File: src/rtl/line_arbiter.sv
// Round-robin arbiter sharing one downstream cacheline port between an
// instruction-side and a data-side requester. One transaction is in flight
// at a time, and every completion is followed by a one-cycle gap.
module line_arbiter #(
  parameter int unsigned LINE_W = 256,
  parameter int unsigned ADDR_W = 32
) (
  input  logic              clk,
  input  logic              rst,

  input  logic [ADDR_W-1:0] i_pmem_address,
  input  logic [LINE_W-1:0] i_pmem_wdata,
  input  logic              i_pmem_read,
  input  logic              i_pmem_write,
  output logic [LINE_W-1:0] i_pmem_rdata,
  output logic              i_pmem_resp,

  input  logic [ADDR_W-1:0] d_pmem_address,
  input  logic [LINE_W-1:0] d_pmem_wdata,
  input  logic              d_pmem_read,
  input  logic              d_pmem_write,
  output logic [LINE_W-1:0] d_pmem_rdata,
  output logic              d_pmem_resp,

  output logic [ADDR_W-1:0] c_pmem_address,
  output logic [LINE_W-1:0] c_pmem_wdata,
  output logic              c_pmem_read,
  output logic              c_pmem_write,
  input  logic [LINE_W-1:0] c_pmem_rdata,
  input  logic              c_pmem_resp
);

  typedef enum logic [1:0] {
    IDLE   = 2'd0,
    I_BUSY = 2'd1,
    D_BUSY = 2'd2,
    GAP    = 2'd3
  } state_t;

  typedef enum logic {
    GRANT_I = 1'b0,
    GRANT_D = 1'b1
  } grant_t;

  // Downstream request payload held for the whole transaction.
  typedef struct packed {
    logic [ADDR_W-1:0] address;
    logic [LINE_W-1:0] wdata;
    logic              read;
    logic              write;
  } req_t;

  state_t state_q, state_d;
  grant_t last_grant_q, last_grant_d;
  req_t   req_q, req_d;

  logic   i_req, d_req, pick_i;
  req_t   i_pay, d_pay;

  // Request decode; read+write together is a write.
  always_comb begin
    i_req         = i_pmem_read | i_pmem_write;
    d_req         = d_pmem_read | d_pmem_write;
    pick_i        = i_req & (~d_req | (last_grant_q == GRANT_D));
    i_pay.address = i_pmem_address;
    i_pay.wdata   = i_pmem_wdata;
    i_pay.write   = i_pmem_write;
    i_pay.read    = i_pmem_read & ~i_pmem_write;
    d_pay.address = d_pmem_address;
    d_pay.wdata   = d_pmem_wdata;
    d_pay.write   = d_pmem_write;
    d_pay.read    = d_pmem_read & ~d_pmem_write;
  end

  // State, grant history and latched downstream request.
  always_ff @(posedge clk or posedge rst) begin
    if (rst) begin
      state_q      <= IDLE;
      last_grant_q <= GRANT_D;
      req_q        <= '0;
    end else begin
      state_q      <= state_d;
      last_grant_q <= last_grant_d;
      req_q        <= req_d;
    end
  end

  // Next-state: grant in IDLE, hold while busy, drop request on completion.
  always_comb begin
    state_d      = state_q;
    last_grant_d = last_grant_q;
    req_d        = req_q;
    case (state_q)
      IDLE: begin
        if (i_req || d_req) begin
          if (pick_i) begin
            req_d        = i_pay;
            last_grant_d = GRANT_I;
            state_d      = I_BUSY;
          end else begin
            req_d        = d_pay;
            last_grant_d = GRANT_D;
            state_d      = D_BUSY;
          end
        end
      end
      I_BUSY, D_BUSY: begin
        if (c_pmem_resp) begin
          req_d.read  = 1'b0;
          req_d.write = 1'b0;
          state_d     = GAP;
        end
      end
      GAP: begin
        state_d = IDLE;
      end
      default: begin
        state_d = IDLE;
      end
    endcase
  end

  // Downstream outputs come straight from the latched request.
  assign c_pmem_address = req_q.address;
  assign c_pmem_wdata   = req_q.wdata;
  assign c_pmem_read    = req_q.read;
  assign c_pmem_write   = req_q.write;

  // Read data is broadcast; only the completion pulse is steered.
  assign i_pmem_rdata = c_pmem_rdata;
  assign d_pmem_rdata = c_pmem_rdata;
  assign i_pmem_resp  = ~rst & c_pmem_resp & (state_q == I_BUSY);
  assign d_pmem_resp  = ~rst & c_pmem_resp & (state_q == D_BUSY);

endmodule

File: config.mk
export PLATFORM = sky130hd
export DESIGN_NAME = line_arbiter
export DESIGN_NICKNAME = d
export VERILOG_FILES = /design/src/rtl/line_arbiter.sv
export SDC_FILE = /design/constraint.sdc
export NUM_CORES = 1
export LEC_CHECK = 0
export ABC_AREA = 1
export CAP_MARGIN = 25
export CORE_AREA = 2 2 647 649
export DETAILED_ROUTE_END_ITERATION = 10
export DIE_AREA = 0 0 649 651
export GPL_TIMING_DRIVEN = 0
export PLACE_DENSITY = 0.3
export SLEW_MARGIN = 40
export SYNTH_ARGS = -nofsm -noshare
export SYNTH_HDL_FRONTEND = slang
export SYNTH_SLANG_ARGS = --single-unit
File: constraint.sdc
create_clock -name clk -period 22.4 [get_ports clk]
set_input_delay 4.48 -clock clk [delete_from_list [all_inputs] [get_ports clk]]
set_output_delay 4.48 -clock clk [all_outputs]
set_load 0.05 [all_outputs]
# Yosys cells after proc, flatten, opt, wreduce, memory -nomap -nowiden
# Index checks and enable logic that the tools add are counted.
[classes]
n_reduce_logical = 7
addsub = 0
n_shift = 0
order_cmp = 0
eq_ne = 5
mul = 0
mux = 9
div = 0
bitwise = 13
[op_table]
columns = ["op", "n"]
rows = [
  ["$mux 290", 1],
  ["$mux 2", 5],
  ["$and 1x1->1", 6],
  ["$pmux 2 s3", 1],
  ["$eq 2x2->1 const B", 2],
  ["$ne 2x2->1 const B", 2],
  ["$not 1->1", 4],
  ["$pmux 2 s2", 1],
  ["$reduce_and 2->1", 2],
  ["$or 1x1->1", 3],
  ["$reduce_and 3->1", 1],
  ["$eq 2x1->1 const B", 1],
  ["$logic_not 2->1", 1],
  ["$reduce_bool 2->1", 1],
  ["$reduce_or 2->1", 1],
  ["$logic_or 1x1->1", 1],
  ["$mux 1", 1],
]
[word_totals]
mem_count = 0
elab_cells = 40
reg_bits = 293
latchBits = 0
ram_bits = 0
romBits = 0
inputBits = 839
out_inout_bits = 804

# Logic depth before layout (Yosys ltp)
# Gate-level depths: netlist of the first run.
[logic_depth]
depth_word = 7
ltp_mapped = 8
ltp_nobuf = 8

# Worst setup path before layout of the first run
# No wires, ideal clock.
[synth_timing]
kind = "input -> output"
from = "input rst"
to = "output d_pmem_resp"
required_ns = 17.920
slack_ns = 6.255
path_buffers = 0
cell_stages = 2
arrival_time_ns = 11.665
path_cell_list = "inv_1 and3_1"
[synth_via]
elab_chain_cells = 3
[synth_rtl]
columns = ["element", "line", "rtl"]
rows = [
  ["start, declared", "9", "input logic rst,"],
  ["$not 1->1", "133", "assign d_pmem_resp = ~rst & c_pmem_resp & (state_q == D_BUSY);"],
  ["$and 1x1->1 (2 in series)", "133", ""],
  ["end, declared", "23", "output logic d_pmem_resp,"],
]
# No other way between the ends.

# Final worst setup path of the first run
[layout_timing]
from = "input rst"
to = "output i_pmem_resp"
[layout_via]
elab_chain_cells = 3
[layout_rtl]
columns = ["element", "line", "rtl"]
rows = [
  ["$not 1->1", "132", "assign i_pmem_resp = ~rst & c_pmem_resp & (state_q == I_BUSY);"],
  ["$and 1x1->1 (2 in series)", "132", ""],
  ["end, declared", "16", "output logic i_pmem_resp,"],
]
# No other way between the ends.

==> results.py, run 1 <==
metrics = {
    "power": {
        "ir_drop_mv": 0.06882,
        "p_leak_nw": 14.94,
        "powerDensity_nw_per_um2": 131.4,
        "p_total_mw": 5.280,
    },
    "place": {
        "io_buffers": 1386,
        "place_inst": 9054,
        "hpwlAfterDp_mm": 239.8,
        "place_congestion": 0.9572,
    },
    "grt": {
        "antenna_found_initial": 163,
        "grt_max_degree": 66,
        "grt_pass1_vias": 22380,
        "grt_usage_pct": 12.00,
        "grt_pass1_wl_mm": 315.3,
        "grt_overflow_total": 0,
    },
    "route": {
        "via_per_inst": 2.465,
        "drt-initial-drc-count": 1424,
        "drc": 0,
        "routedWlPerCell_um": 28.77,
        "dr.pass1.iters": 5,
        "ant_nets": 0,
        "vias": 22640,
        "finalWirelength_mm": 264.2,
    },
    "synth": {
        "synth_edf_count": 0,
        "syn_inst": 2165,
        "synth_top_flop_cell": "dfrtp_1",
        "synth.net_count": 3008,
        "yosysMostFrequentCell": "a21oi_1",
        "synthTopCellsByArea": "dfrtp_1, buf_4, a21oi_1",
        "avgSynthCellArea_um2": 8.202,
        "synth.largest_area_cell": "dfrtp_1",
        "synth_seq_cells": 293,
        "ys_warn_count": 0,
        "async_flop_share_pct": 100.0,
        "synth_cell_types": 19,
        "ys_top_cells_by_count": "a21oi_1, buf_4, nand3_1",
        "syn-cell-area_um2": 17760,
        "yosys.area.top_type_share_pct": 41.15,
        "yosysSeqAreaShare_pct": 41.30,
    },
    "timing": {
        "rsz0062_at_grt": "no",
        "fmax_mhz": 86.70,
        "slew_headroom_pct": 35.99,
        "finalSetupViolCount": 0,
        "period_needed_ns": 11.53,
        "post-route-period-util_pct": 51.49,
        "hold_ws_ns": 0.4988,
        "finalMaxSlewViolations": 0,
        "skew_ns": 0.02499,
        "finalSetupTns_ns": 0,
        "tightest_slew_ns": 0.9572,
        "finalHoldViolCount": 0,
    },
    "clocking": {
        "holdBufCountCts": 0,
        "cts.sinks": 293,
        "clkTransAtPathRegs_ns": 0.06,
        "htree_levels": 2,
        "clkLatencyLatePin_ns": 0.73,
        "numCtsBuffers": 49,
        "cts-root-buf": "clkbuf_16",
        "cts_setup_buffers": 0,
        "clock_path_buffers": 3,
        "cts_tree": "done",
        "cts_repair_resize_count": 0,
    },
    "floorplan": {
        "boundaryPins": 1643,
        "die_w_um": 649,
        "start_util_pct": 4.274,
        "dieArea_um2": 422500,
        "die_h_um": 651,
        "row_count": 237,
        "core-area_um2": 415400,
    },
    "setup_path": {
        "path_common_cell": "clkdlybuf4s50_1",
        "crit_buf_inv": 4,
        "crit_path_top_delay_cell": "clkdlybuf4s50_1",
        "reg2reg_slack_ns": 19.78,
        "critPathMaxFanout": 65,
        "critical-path-top-delay-family": "buffers and inverters",
        "cp.depth": 5,
        "end_kind": "output port",
        "cp.required_ns": 17.92,
        "crit_path_max_incr_delay_ns": 0.99,
        "crit_type": "in2out",
        "start_kind": "input port",
        "path_cells": "clkdlybuf4s50_1, inv_8, buf_16, and3_1, clkdlybuf4s50_1",
        "reg2reg_depth": 8,
        "cp.arrival_ns": 7.05,
    },
    "finish": {
        "final_core_utilization_pct": 9.670,
        "drive_above_1_share_pct": 22.25,
        "fin_nets": 4451,
        "area_delta_synth_final_pct": 126.2,
        "fin_cells": 9183,
    },
    "hold_path": {
        "min_path_type": "reg2reg",
        "holdPathStages": 2,
    },
    "outcome": {
        "status": "complete, no violations",
    },
    "flow_run": {
        "max_cap_viol_count": 0,
    },
}
## where the power goes
| part | total (mW) | internal, mW | switching, mW | leakage, nW |
|---|---|---|---|---|
| Clock | 0.852 | 0.490 | 0.363 | 0.824 |
| Combinational | 3.42 | 0.979 | 2.44 | 10.8 |
| Sequential | 1.00 | 0.807 | 0.197 | 3.27 |
| Total | 5.28 | 2.28 | 3.00 | 14.9 |
## cell families (layout without fill, tap and decap cells)
| logic type | Yosys count | after routing | synth area share, % |
|---|---|---|---|
| AND/OR/NAND/NOR | 608 | 608 | 14.99 |
| adder cells (fa/ha/maj) | 4 | 4 | 0.2819 |
| other | 0 | 37 | 0 |
| buffers and inverters | 681 | 2165 | 27.09 |
| AO/OA/AOI/OAI | 579 | 579 | 16.34 |
| flip-flops | 293 | 293 | 41.30 |
## flip-flops by register name, summed over array words and instances, names as in the netlist
signal          cells
last_grant_q        1
state_q             2
c_pmem_wdata      256
c_pmem_address     32
c_pmem_read         1
c_pmem_write        1
## per-stage QoR
stage	cell area, um^2	worst slack, ns
floorplan	17760	6.255
global placement	38510	-0.5682
detailed placement	38390	10.85
CTS	40100	10.82
global route	40120	10.66
finish	40170	10.87
## routing by layer
layer	track usage [%]	part of all wire (%)
met1	13.45	38
met2	20.70	48
met3	4.664	9.5
met4	3.966	3.9
met5	0	0.22
## worst reg2reg max path: stages (launching register included)
cell and delay [ns]:
dfrtp_1 0.40, inv_1 0.12, ha_1 0.22, nand2_1 0.14
inv_2 0.40, buf_4 0.54, buf_2 0.50, nor2_1 0.10
a21oi_1 0.14
## layout make-up
class | count | area [um^2]
Clock buffer | 69 | 1421
Buffer | 671 | 4783
Inverter | 10 | 45.04
Clock inverter | 23 | 287.8
Timing Repair Buffer | 1392 | 13720
Fill cell | 48260 | 375300
Antenna cell | 37 | 92.59
Tap cell | 5497 | 6878
Multi-Input combinational cell | 1191 | 5613
Sequential cell | 293 | 7333
## path summary, 6_finish.rpt
check                                         start                        endpoint
setup / recovery                                rst                     i_pmem_resp
hold / removal             last_grant_q$_DFFE_PP1P_        last_grant_q$_DFFE_PP1P_
setup reg to reg             state_q[0]$_DFFE_PP0P_   c_pmem_wdata[204]$_DFFE_PP0P_
hold reg to reg            last_grant_q$_DFFE_PP1P_        last_grant_q$_DFFE_PP1P_
max in group asynchronous                       rst  c_pmem_address[30]$_DFFE_PP0P_
min in group asynchronous                       rst   c_pmem_wdata[181]$_DFFE_PP0P_
## layout by cell type, fill, tap and decap left out
cell type / netlist / routed
clkdlybuf4s50_1: 0 / 1322
a21oi_1: 577 / 577
buf_4: 520 / 521
nand3_1: 293 / 293
dfrtp_1: 292 / 292
nor2_1: 291 / 291
buf_2: 104 / 167
clkbuf_16: 0 / 49
diode_2: 0 / 37
clkbuf_1: 24 / 28
buf_6: 23 / 23
nand2_1: 19 / 19
clkbuf_8: 0 / 12
clkinv_2: 0 / 9
inv_1: 8 / 7
clkinvlp_4: 0 / 6
buf_16: 0 / 6
ha_1: 4 / 4
bufinv_16: 0 / 4
clkbuf_2: 0 / 3
inv_2: 2 / 2
and3_1: 2 / 2
inv_6: 0 / 2
clkinv_16: 0 / 2
o21ai_2: 1 / 1
nor2_2: 1 / 1
clkbuf_4: 0 / 1
inv_8: 0 / 1
nand4_1: 1 / 1
or2_2: 1 / 1
o21ai_0: 1 / 1
dfstp_2: 1 / 1
Note: power is estimated with default switching activity, not from simulation.
==> run 2: changes to the inputs <==
--- a/config.mk
+++ b/config.mk
@@ -7,9 +7,9 @@
 export LEC_CHECK = 0
 export ABC_AREA = 1
 export CAP_MARGIN = 25
-export CORE_AREA = 2 2 647 649
+export CORE_AREA = 2 2 633 635
 export DETAILED_ROUTE_END_ITERATION = 10
-export DIE_AREA = 0 0 649 651
+export DIE_AREA = 0 0 635 637
 export GPL_TIMING_DRIVEN = 0
 export PLACE_DENSITY = 0.3
 export SLEW_MARGIN = 40
==> constraint.sdc (replaced) <==
create_clock -name clk -period 10.09 [get_ports clk]
set_input_delay 2.018 -clock clk [delete_from_list [all_inputs] [get_ports clk]]
set_output_delay 2.018 -clock clk [all_outputs]
set_load 0.05 [all_outputs]
==> results.py, run 2 (same netlist as run 1, synthesis figures left out) <==
metrics = {
    "outcome": {
        "status": "complete, no violations",
    },
    "setup_path": {
        "critPathMaxFanout": 14,
        "path_cells": "clkdlybuf4s50_1, clkinvlp_4, buf_16, buf_16, and3_1, clkdlybuf4s50_1",
        "end_kind": "output port",
        "cp.arrival_ns": 4.29,
        "start_kind": "input port",
        "crit_type": "in2out",
        "cp.required_ns": 8.07,
        "crit_path_max_incr_delay_ns": 0.75,
        "crit_path_top_delay_cell": "clkdlybuf4s50_1",
    },
    "clocking": {
        "htree_levels": 2,
        "numCtsBuffers": 48,
        "cts.sinks": 293,
        "holdBufCountCts": 0,
        "cts_repair_resize_count": 0,
        "clkTransAtPathRegs_ns": 0.06,
        "cts_setup_buffers": 0,
        "cts_tree": "done",
        "clock_path_buffers": 3,
        "clkLatencyLatePin_ns": 0.73,
        "cts-root-buf": "clkbuf_16",
    },
    "finish": {
        "area_delta_synth_final_pct": 125.4,
        "final_common_cell": "clkdlybuf4s50_1",
        "layout_common_cells": "clkdlybuf4s50_1, a21oi_1, buf_4",
        "fin_nets": 4463,
        "drive_above_1_share_pct": 23.07,
        "largest_register_ffs": 256,
    },
    "grt": {
        "antenna_found_initial": 160,
        "grt_pass1_wl_mm": 304.6,
        "grt_max_degree": 24,
        "grt_overflow_total": 0,
        "grt_pass1_vias": 22460,
        "grt_usage_pct": 12.03,
    },
    "floorplan": {
        "die_w_um": 635,
        "start_util_pct": 4.462,
        "dieArea_um2": 404500,
        "die_h_um": 637,
        "row_count": 232,
        "core-area_um2": 398000,
        "boundaryPins": 1643,
    },
    "hold_path": {
        "min_path_type": "reg2reg",
    },
    "place": {
        "hpwlAfterDp_mm": 230.4,
        "place_congestion": 0.9210,
        "io_buffers": 1386,
    },
    "timing": {
        "finalMaxSlewViolations": 0,
        "hold_ws_ns": 0.4989,
        "finalSetupTns_ns": 0,
        "post-route-period-util_pct": 62.53,
        "period_needed_ns": 6.310,
        "tightest_slew_ns": 0.9253,
        "skew_ns": 0.06522,
        "rsz0062_at_grt": "no",
        "fmax_mhz": 158.5,
        "slew_headroom_pct": 38.12,
        "finalSetupViolCount": 0,
        "finalHoldViolCount": 0,
    },
    "route": {
        "via_per_inst": 2.504,
        "vias": 22420,
        "drt-initial-drc-count": 1357,
        "finalWirelength_mm": 253.5,
        "ant_nets": 0,
        "dr.pass1.iters": 7,
        "routedWlPerCell_um": 28.31,
        "drc": 0,
    },
    "power": {
        "p_leak_nw": 15.05,
        "powerDensity_nw_per_um2": 291.5,
        "ir_drop_mv": 0.1572,
    },
    "flow_run": {
        "max_cap_viol_count": 0,
    },
}
-- run 2: changes by cell type in the layout (fill, tap and decap cells not counted), moves of 3 or more --
cell,before,now
diode_2,37,31
clkdlybuf4s50_1,1322,1299
buf_16,6,10
buf_12,0,9
clkinv_2,9,6
buf_2,167,189
-- run 2: metal layers --
metal	vias up	track usage [%]	wire length, um
met5	-	0	957
met4	146	3.550	8932
met3	413	5.068	24230
met2	1234	20.56	121800
met1	10860	13.55	97580
li1	9764	-	-
-- run 2: worst paths after layout --
| kind | endpoint | slack [ns] | start | cells after the start |
|---|---|---|---|---|
| worst max-delay path | d_pmem_resp | 3.78 | rst | 6 |
| worst min-delay path | c_pmem_write$_DFFE_PP0P_ | 0.50 | c_pmem_write$_DFFE_PP0P_ | 2 |
| worst max register to register | c_pmem_wdata[199]$_DFFE_PP0P_ | 7.42 | state_q[0]$_DFFE_PP0P_ | 8 |
| worst min register to register | c_pmem_write$_DFFE_PP0P_ | 0.50 | c_pmem_write$_DFFE_PP0P_ | 2 |
| max in group asynchronous | c_pmem_wdata[190]$_DFFE_PP0P_ | 7.04 | rst | 8 |
| min in group asynchronous | c_pmem_wdata[137]$_DFFE_PP0P_ | 1.64 | rst | 2 |
-- run 2: power breakdown --
group          total (mW)  internal, mW  switching, mW
Clock                1.87          1.09          0.784
Combinational        7.60          2.15           5.45
Sequential           2.20          1.79          0.403
-- run 2: layout make-up --
| cell class | instances | area [um^2] |
|---|---|---|
| Fill cell | 46130 | 358000 |
| Clock inverter | 23 | 322.8 |
| Buffer | 671 | 4782 |
| Multi-Input combinational cell | 1191 | 5613 |
| Clock buffer | 66 | 1369 |
| Timing Repair Buffer | 1405 | 13890 |
| Sequential cell | 293 | 7333 |
| Tap cell | 5265 | 6588 |
| Inverter | 10 | 41.29 |
| Antenna cell | 31 | 77.57 |
-- run 2: critical path: cells and delay by family --
| family | cells | cell delay, ns |
|---|---|---|
| buffers and inverters | 5 | 2.09 |
| and+or+nand+nor | 1 | 0.16 |
-- run 2: metrics by stage --
stage / util [%] / total power, mW / setup slack, ns / cell area, um^2 / std cells
finish: 10.06 / 11.67 / 3.780 / 40020 / 8955
global route: 10.04 / 12.32 / 3.678 / 39970 / 8935
CTS: 10.04 / 12.05 / 3.704 / 39960 / 8924
detailed placement: 9.616 / 10.07 / 3.708 / 38270 / 8835
global placement: 9.604 / 10.13 / -4.112 / 38220 / 8816
floorplan: - / 6.368 / 0.9358 / 17760 / 2165
==> run 3: changes to the inputs <==
==> constraint.sdc (replaced) <==
create_clock -name clk -period 5.4 [get_ports clk]
set_input_delay 1.08 -clock clk [delete_from_list [all_inputs] [get_ports clk]]
set_output_delay 1.08 -clock clk [all_outputs]
set_load 0.05 [all_outputs]
==> results.py, run 3 (same netlist as run 1, synthesis figures left out) <==
metrics = {
    "timing": {
        "layout_setup_ws_ns": 1.077,
        "post-route-period-util_pct": 80.06,
        "hold_ws_ns": 0.5165,
        "finalMaxSlewViolations": 0,
        "slew_headroom_pct": 35.10,
        "fmax_mhz": 231.3,
        "finalSetupTns_ns": 0,
        "period_needed_ns": 4.323,
        "finalHoldViolCount": 0,
        "tightest_slew_ns": 0.9705,
        "rsz0062_at_grt": "no",
        "finalSetupViolCount": 0,
        "skew_ns": 0.06014,
    },
    "route": {
        "via_per_inst": 2.511,
        "dr.pass1.iters": 6,
        "drc": 0,
        "drt-initial-drc-count": 1404,
        "routedWlPerCell_um": 28.68,
        "ant_nets": 0,
        "vias": 22510,
        "finalWirelength_mm": 257.2,
    },
    "place": {
        "place_area_um2": 38320,
        "place_ws_ns": 0.9401,
        "hpwlAfterDp_mm": 234.2,
        "place_inst": 8835,
        "place_congestion": 0.8903,
        "io_buffers": 1386,
    },
    "finish": {
        "fin_cells": 8965,
        "drive_above_1_share_pct": 22.75,
        "largest_register_ffs": 256,
        "area_delta_synth_final_pct": 126.0,
        "final_core_utilization_pct": 10.08,
        "design_area_um2": 40130,
        "final_common_cell": "clkdlybuf4s50_1",
        "layout_common_cells": "clkdlybuf4s50_1, a21oi_1, buf_4",
        "fin_nets": 4465,
    },
    "clocking": {
        "holdBufCountCts": 0,
        "clkTransAtPathRegs_ns": 0.06,
        "clkLatencyLatePin_ns": 0.74,
        "htree_levels": 2,
        "cts-root-buf": "clkbuf_16",
        "numCtsBuffers": 50,
        "cts_setup_buffers": 0,
        "cts.sinks": 293,
        "cts_repair_resize_count": 0,
        "cts_tree": "done",
        "clock_path_buffers": 3,
    },
    "grt": {
        "met3_usage_pct": 4.738,
        "grt_pass1_vias": 22300,
        "grt_max_degree": 23,
        "use_met2_pct": 21.10,
        "gr-usage-met1_pct": 14.07,
        "grt_pass1_wl_mm": 308.1,
        "antenna_found_initial": 176,
        "grt_usage_pct": 12.20,
        "grt_overflow_total": 0,
        "top_usage_layer": "met2",
    },
    "power": {
        "powerDensity_nw_per_um2": 548.3,
        "ir_drop_mv": 0.3094,
        "p_leak_nw": 15.07,
        "p_total_mw": 22.00,
    },
    "outcome": {
        "status": "complete, no violations",
    },
    "floorplan": {
        "boundaryPins": 1643,
        "die_w_um": 635,
        "start_util_pct": 4.462,
        "core-area_um2": 398000,
        "dieArea_um2": 404500,
        "die_h_um": 637,
        "row_count": 232,
    },
    "setup_path": {
        "cp.arrival_ns": 3.24,
        "startpoint": "rst",
        "crit_type": "in2out",
        "critPathMaxFanout": 22,
        "end_kind": "output port",
        "start_kind": "input port",
        "timing.rr.start": "state_q[0]$_DFFE_PP0P_",
        "cp.required_ns": 4.32,
    },
    "hold_path": {
        "min_from": "state_q[1]$_DFFE_PP0P_",
        "min_path_type": "reg2reg",
    },
    "flow_run": {
        "max_cap_viol_count": 0,
    },
}
## run 3: critical path, cell delays in order
cell             delay [ns]
clkdlybuf4s50_1        0.44
clkinvlp_4             0.23
buf_12                 0.22
and3_1                 0.24
clkdlybuf4s50_1        0.99
## run 3: power breakdown
group / internal (mW) / total (mW) / switching [mW]
logic: 4.04 / 14.3 / 10.3
clock network: 2.07 / 3.57 / 1.50
registers: 3.35 / 4.11 / 0.764
## run 3: final cells by class
type                       count  area (um^2)
timing repair buffer        1405        13950
sequential                   293         7333
multi-input combinational   1191         5613
clock inverter                26        335.3
buffer                       671         4780
clock buffer                  65         1398
antenna                       39        97.59
tap                         5265         6588
inverter                      10        41.29
fill                       46140       357800
## run 3: worst paths after layout
| kind | cells past startpoint | endpoint | slack (ns) |
|---|---|---|---|
| max | 5 | i_pmem_resp | 1.08 |
| min | 2 | state_q[1]$_DFFE_PP0P_ | 0.52 |
| max reg2reg | 8 | c_pmem_wdata[197]$_DFFE_PP0P_ | 2.73 |
| min reg2reg | 2 | state_q[1]$_DFFE_PP0P_ | 0.52 |
| max in group asynchronous | 9 | c_pmem_wdata[249]$_DFFE_PP0P_ | 3.10 |
| min in group asynchronous | 2 | c_pmem_wdata[97]$_DFFE_PP0P_ | 0.66 |
## run 3: layer usage
layer | part of all wire, % | up-vias | wire length [um]
met4 | 2.6 | 138 | 6734
met5 | 0.36 | - | 922
met1 | 39 | 10920 | 100700
met3 | 9.2 | 404 | 23640
li1 | - | 9780 | -
met2 | 49 | 1269 | 125200
